### config.mk
export PLATFORM = sky130hd
export DESIGN_NAME = unet_conv_layer_sequencer
export DESIGN_NICKNAME = d
export VERILOG_FILES = /design/src/rtl/unet_ctrl_pkg.sv /design/src/rtl/unet_layer_desc_table.sv /design/src/rtl/unet_conv_layer_sequencer.sv
export SDC_FILE = /design/constraint.sdc
export NUM_CORES = 1
export LEC_CHECK = 0
export CORE_ASPECT_RATIO = 1.25
export CORE_MARGIN = 5
export CORE_UTILIZATION = 25
export CTS_BUF_LIST = sky130_fd_sc_hd__clkbuf_4
export CTS_CLUSTER_SIZE = 10
export DETAILED_ROUTE_END_ITERATION = 7
export PLACE_DENSITY = 0.4
export SLEW_MARGIN = 20
export SYNTH_ARGS = -nofsm -noshare
export SYNTH_HDL_FRONTEND = slang
export SYNTH_SLANG_ARGS = --single-unit
export TNS_END_PERCENT = 20
### constraint.sdc
create_clock -name clk_i -period 8.9 [get_ports clk_i]
set_input_delay 2.67 -clock clk_i [delete_from_list [all_inputs] [get_ports clk_i]]
set_output_delay 2.67 -clock clk_i [all_outputs]
set_load 0.02 [all_outputs]
### src/rtl/unet_ctrl_pkg.sv
// Shared types and constants for the UNET conv2d layer sequencer.
package unet_ctrl_pkg;

  localparam int unsigned MAX_LAYERS = 16;
  localparam int unsigned IDX_W      = 4;
  localparam int unsigned DESC_W     = 52;

  // Bit offsets of each field inside a packed descriptor word.
  localparam int unsigned HEIGHT_LSB = 0;
  localparam int unsigned WIDTH_LSB  = 7;
  localparam int unsigned KSIZE_LSB  = 14;
  localparam int unsigned PAD_LSB    = 16;
  localparam int unsigned FOFS_LSB   = 18;
  localparam int unsigned INCH_LSB   = 38;
  localparam int unsigned OUTCH_LSB  = 45;

  typedef enum logic [2:0] {
    StIdle,
    StLoad,
    StIssue,
    StWait,
    StNext,
    StDone
  } state_e;

  // Field order is MSB first so the struct overlays the packed descriptor word.
  typedef struct packed {
    logic [6:0]  out_channels;
    logic [6:0]  in_channels;
    logic [19:0] filter_offset;
    logic [1:0]  padding;
    logic [1:0]  kernel_size;
    logic [6:0]  width;
    logic [6:0]  height;
  } desc_t;

endpackage

### src/rtl/unet_layer_desc_table.sv
// Layer descriptor register file: one write port, combinational read, no reset.
module unet_layer_desc_table #(
  parameter int unsigned Depth = 16,
  parameter int unsigned AddrW = 4,
  parameter int unsigned Width = 52
) (
  input  logic             clk_i,
  input  logic             we_i,
  input  logic [AddrW-1:0] waddr_i,
  input  logic [Width-1:0] wdata_i,
  input  logic [AddrW-1:0] raddr_i,
  output logic [Width-1:0] rdata_o
);

  logic [Width-1:0] mem_q [Depth];

  always_ff @(posedge clk_i) begin
    if (we_i) begin
      mem_q[waddr_i] <= wdata_i;
    end
  end

  assign rdata_o = mem_q[raddr_i];

endmodule

### src/rtl/unet_conv_layer_sequencer.sv
// Walks conv2d through a programmed list of layers, one start/done handshake per layer,
// alternating the ping-pong buffer select between layers.
module unet_conv_layer_sequencer
  import unet_ctrl_pkg::*;
#(
  parameter int unsigned MaxLayers = MAX_LAYERS,
  parameter int unsigned IdxW      = IDX_W
) (
  input  logic              clk_i,
  input  logic              rst_i,
  input  logic              cfg_we_i,
  input  logic [IdxW-1:0]   cfg_addr_i,
  input  logic [DESC_W-1:0] cfg_data_i,
  input  logic [IdxW:0]     num_layers_i,
  input  logic              run_start_i,
  input  logic              run_abort_i,
  output logic              run_busy_o,
  output logic              run_done_o,
  output logic              run_err_o,
  output logic              run_aborted_o,
  output logic [IdxW-1:0]   layer_idx_o,
  output logic              buf_sel_o,
  output logic              conv_start_o,
  input  logic              conv_done_i,
  output logic [6:0]        height_o,
  output logic [6:0]        width_o,
  output logic [1:0]        kernel_size_o,
  output logic [1:0]        padding_o,
  output logic [19:0]       filter_offset_o,
  output logic [6:0]        in_channels_o,
  output logic [6:0]        out_channels_o
);

  localparam logic [IdxW:0] MaxCnt = (IdxW + 1)'(MaxLayers);
  localparam logic [IdxW:0] OneCnt = (IdxW + 1)'(1);

  state_e            state_q, state_d;
  logic [IdxW:0]     num_q, num_d;
  logic [IdxW-1:0]   idx_q, idx_d;
  logic              buf_q, buf_d;
  logic              err_q, err_d;
  logic              aborted_q, aborted_d;
  logic              abort_q, abort_d;
  desc_t             cfg_q, cfg_d;
  logic [DESC_W-1:0] rd_data;
  logic              tbl_we;

  assign tbl_we = cfg_we_i && (state_q == StIdle);

  unet_layer_desc_table #(
    .Depth (MaxLayers),
    .AddrW (IdxW),
    .Width (DESC_W)
  ) u_desc_table (
    .clk_i   (clk_i),
    .we_i    (tbl_we),
    .waddr_i (cfg_addr_i),
    .wdata_i (cfg_data_i),
    .raddr_i (idx_q),
    .rdata_o (rd_data)
  );

  always_comb begin
    state_d      = state_q;
    num_d        = num_q;
    idx_d        = idx_q;
    buf_d        = buf_q;
    err_d        = err_q;
    aborted_d    = aborted_q;
    abort_d      = abort_q;
    cfg_d        = cfg_q;
    conv_start_o = 1'b0;
    run_done_o   = 1'b0;

    unique case (state_q)
      StIdle: begin
        if (run_start_i) begin
          num_d     = num_layers_i;
          err_d     = 1'b0;
          aborted_d = 1'b0;
          abort_d   = 1'b0;
          idx_d     = '0;
          buf_d     = 1'b0;
          if (num_layers_i == '0 || num_layers_i > MaxCnt) begin
            err_d   = 1'b1;
            state_d = StDone;
          end else begin
            state_d = StLoad;
          end
        end
      end
      StLoad: begin
        if (run_abort_i) begin
          abort_d = 1'b1;
          state_d = StDone;
        end else begin
          cfg_d   = desc_t'(rd_data);
          state_d = StIssue;
        end
      end
      StIssue: begin
        if (run_abort_i) begin
          abort_d = 1'b1;
          state_d = StDone;
        end else begin
          conv_start_o = 1'b1;
          state_d      = StWait;
        end
      end
      StWait: begin
        // Abort is only remembered here; the layer in flight always completes.
        if (run_abort_i) begin
          abort_d = 1'b1;
        end
        if (conv_done_i) begin
          state_d = StNext;
        end
      end
      StNext: begin
        if (abort_q || run_abort_i) begin
          abort_d = 1'b1;
          state_d = StDone;
        end else if ({1'b0, idx_q} == num_q - OneCnt) begin
          state_d = StDone;
        end else begin
          idx_d   = idx_q + 1'b1;
          buf_d   = ~buf_q;
          state_d = StLoad;
        end
      end
      StDone: begin
        run_done_o = 1'b1;
        aborted_d  = abort_q;
        abort_d    = 1'b0;
        state_d    = StIdle;
      end
      default: state_d = StIdle;
    endcase

    if (conv_done_i && state_q != StWait) begin
      err_d = 1'b1;
    end
  end

  always_ff @(posedge clk_i) begin
    if (rst_i) begin
      state_q   <= StIdle;
      num_q     <= '0;
      idx_q     <= '0;
      buf_q     <= 1'b0;
      err_q     <= 1'b0;
      aborted_q <= 1'b0;
      abort_q   <= 1'b0;
      cfg_q     <= '0;
    end else begin
      state_q   <= state_d;
      num_q     <= num_d;
      idx_q     <= idx_d;
      buf_q     <= buf_d;
      err_q     <= err_d;
      aborted_q <= aborted_d;
      abort_q   <= abort_d;
      cfg_q     <= cfg_d;
    end
  end

  assign run_busy_o      = (state_q != StIdle);
  assign run_err_o       = err_q;
  assign run_aborted_o   = aborted_q;
  assign layer_idx_o     = idx_q;
  assign buf_sel_o       = buf_q;
  assign height_o        = cfg_q.height;
  assign width_o         = cfg_q.width;
  assign kernel_size_o   = cfg_q.kernel_size;
  assign padding_o       = cfg_q.padding;
  assign filter_offset_o = cfg_q.filter_offset;
  assign in_channels_o   = cfg_q.in_channels;
  assign out_channels_o  = cfg_q.out_channels;

endmodule

==> flow_metrics.env <==
export IMPL_dieArea_um2=143000
export IMPL_core_area_um2=135000
export IMPL_seqCellArea_um2=26400
export IMPL_irDropWorstVdd_mv=0.0984
export IMPL_cp_max_fo=8
export IMPL_nNetsFinal=1896
export IMPL_post_cts_resized=0
export IMPL_holdBufCountCts=0
export IMPL_setup_tns_ps=0
export IMPL_p_leak_nw=12.7
export IMPL_cts_tree="done"
export IMPL_ctsLongestPathBuffers=3
export IMPL_vias=16500
export IMPL_cp_start_kind="input pin"
export IMPL_rsz0062_at_grt="false"
export IMPL_yosysSeqAreaShare_pct=77.5
export IMPL_synth_xor_area_share_pct=0.155
export IMPL_routed_wl_um=86700
export IMPL_wl_per_cell_um=22.9
export IMPL_n_fill_cell=13300
export IMPL_start_util_pct=25.1
export IMPL_syn_inst=1520
export IMPL_clock_sinks=900
export IMPL_final_antenna_net_count=0
export IMPL_yosys_area_share_simple_pct=1.16
export IMPL_max_freq_mhz=143
export IMPL_ys_types=45
export IMPL_via_per_inst=4.35
export IMPL_slowest_delay_ps=650
export IMPL_synth_nets=1589
export IMPL_rr_startpoint="layer_idx_o[0]"
export IMPL_hold_violations=0
export IMPL_yosys_area_share_adder_pct=0.0736
export IMPL_htreeDepth=4
export IMPL_first_global_vias=18300
export IMPL_fin_crit_sh_pct=78.4
export IMPL_cpMostUsedCell="clkdlybuf4s50_1"
export IMPL_die_y_um=422
export IMPL_stdcell_count=3785
export IMPL_drv_slew=0
export IMPL_layout_drive_gt1_share_pct=32.2
export IMPL_drc=0
export IMPL_cap_violations=0
export IMPL_syn_area_um2=34000
export IMPL_grt_max_degree=135
export IMPL_crit_path_start="run_abort_i"
export IMPL_grt_antenna_before_repair=10
export IMPL_area_growth_syn_to_layout_pct=19.2
export IMPL_cp_end_kind="output port"
export IMPL_drtIter0Drc=822
export IMPL_synth_flop_cell="edfxtp_1"
export IMPL_synth_seq_cells=900
export IMPL_slew_headroom_pct=30.8
export IMPL_worst_ep_arrival_time_ps=4300
export IMPL_yosys_warnings=0
export IMPL_io_buffers=128
export IMPL_grt_usage_pct=12.0
export IMPL_die_x_um=340
export IMPL_overflow=0
export IMPL_placementRows=151
export IMPL_clk_pin_slew_ps=60
export IMPL_grt_pass1_wl_um=125000
export IMPL_setup_viol=0
export IMPL_hp_start="kernel_size_o[0]"
export IMPL_drt_pass1_iterations=5
export IMPL_clockRootBuffer="clkbuf_4"
export IMPL_cp_num_buf_inv=2
export IMPL_gp_congestion=0.694
export IMPL_criticalPathCategory="input pin to output port"
export IMPL_hold_path_class="register to register"
export IMPL_pin_count=129
export IMPL_cp_data_required_time_ps=6230
export IMPL_dp_cells=3362
export IMPL_dpl_hpwl_um=45400
export IMPL_avgSynthCellArea_um2=22.4
export IMPL_crit_path_top_delay_cell="clkdlybuf4s50_1"
export IMPL_multiInputGateArea_um2=7280
export IMPL_cpLargestDelayFamily="buffers and inverters"
export IMPL_status="complete, no violations"
export IMPL_cts_inserted_buffers=222
export IMPL_path_cells="clkdlybuf4s50_1 -> nand2b_1 -> nor3_1 -> clkdlybuf4s50_1"
export IMPL_cts_setup_buffers=0
export IMPL_synth_edf_count=832
export IMPL_synth_top_family_by_area="multiplexers"
export IMPL_async_flop_share_pct=0
export IMPL_synth_compound_area_share_pct=2.75
export IMPL_period_minus_slack_ps=6970
export IMPL_skew_ps=86.6
export IMPL_synth_mux_area_share_pct=16.9
export IMPL_insertion_delay_ps=1090
export IMPL_p_per_area_nw_per_um2=219
export IMPL_worstMarginPinSlew_ps=1040
## stage by stage
| stage | instance area [um2] | power, mW | util, % | hold slack [ps] | worst slack, ps |
|---|---|---|---|---|---|
| global placement | 37400 | 5.36 | 27.6 | 441 | 1900 |
| global route | 40500 | 9.31 | 29.9 | 471 | 1800 |
| floorplan | 34000 | 5.13 | - | 449 | 1720 |
| detailed placement | 37400 | 5.38 | 27.7 | 441 | 1900 |
| finish | 40500 | 8.86 | 30.0 | 453 | 1930 |
| CTS | 40500 | 9.05 | 29.9 | 457 | 1900 |
## Yosys cell counts, drive strengths merged, types with 4 or more instances
library cell | number | area share [%]
mux2i | 105 | 3.1
buf | 44 | 0.98
edfxtp | 832 | 74
nor3 | 10 | 0.16
nand2b | 4 | 0.074
o22ai | 52 | 0.96
dfxtp | 68 | 4.0
clkbuf | 36 | 0.40
a21oi | 14 | 0.21
inv | 6 | 0.066
nand2 | 21 | 0.23
mux4 | 208 | 14
nor2 | 20 | 0.22
a21o | 53 | 1.2
## layout make-up
class                      instances  area share [%]
sequential                       900            65.0
clock buffer                     364            6.74
clock inverter                    54           0.821
multi-input combinational        534            18.0
antenna                            5          0.0309
tap                             1759            5.43
timing repair buffer             163            3.90
inverter                           6          0.0556
## state kept, by name, indices dropped and copies added, names as in the netlist
register,count
layer_idx_o,4
in_channels_o,7
out_channels_o,7
width_o,7
kernel_size_o,2
state_q,3
buf_sel_o,1
filter_offset_o,20
run_aborted_o,1
height_o,7
run_err_o,1
padding_o,2
abort_q,1
u_desc_table.mem_q,832
num_q,5
## power by group
part / internal, mW / total (mW) / switching [mW]
combinational: 0.214 / 0.506 / 0.292
sequential: 4.70 / 4.76 / 0.0527
clock: 1.96 / 3.59 / 1.64
total: 6.87 / 8.86 / 1.98
## layout by cell type, fill, tap and decap left out, types with 3 or more instances in the layout
cell and n:
bufinv_16 4, clkinv_1 35, mux4_2 208, o211ai_1 3, dfxtp_1 65, nor3_1 5
o21ai_0 3, xnor2_1 3, dfxtp_4 3, xor2_1 3, nand4b_1 3, mux2i_1 105
clkinv_2 10, a21oi_1 13, nor2_4 12, clkbuf_4 364, a21o_1 53, nand3_1 3
edfxtp_1 832, nor3_2 5, o22ai_1 52, clkdlybuf4s50_1 128, inv_1 6, nand2b_1 3
nand2_1 20, buf_12 3, buf_4 32, diode_2 5, nand3b_1 3, nor2_1 8
## layer usage
layer	track usage, %	share of wire (%)	wire [um]	vias to the layer above
li1	-	-	-	7204
met1	13.6	40	34600	8721
met2	21.9	53	46200	374
met3	3.40	4.7	4080	152
met4	3.85	2.2	1890	0
met5	0	0	0	-
## logic make-up after synthesis
family	after synthesis
DFF	900
AOI/OAI and AO/OA	137
muxes	313
xor gates and xnor gates	6
adders and majority gates	2
buffers and inverters	86
and+or+nand+nor	76
## path summary, 6_finish.rpt
check / endpoint / slack, ps / cells past startpoint
setup / recovery: conv_start_o / 1930 / 4
hold reg to reg: kernel_size_o[0] / 450 / 1
setup reg to reg: filter_offset_o[7] / 5140 / 6
hold / removal: kernel_size_o[0] / 450 / 1
## worst register-to-register path: cells and delay by family (launching register included)
kind	cells	cell delay, ps
DFF	1	850
buffers and inverters	2	1680
AOI/OAI and AO/OA	2	320
muxes	2	880
No activity file was read; power rests on OpenSTA's default activity.
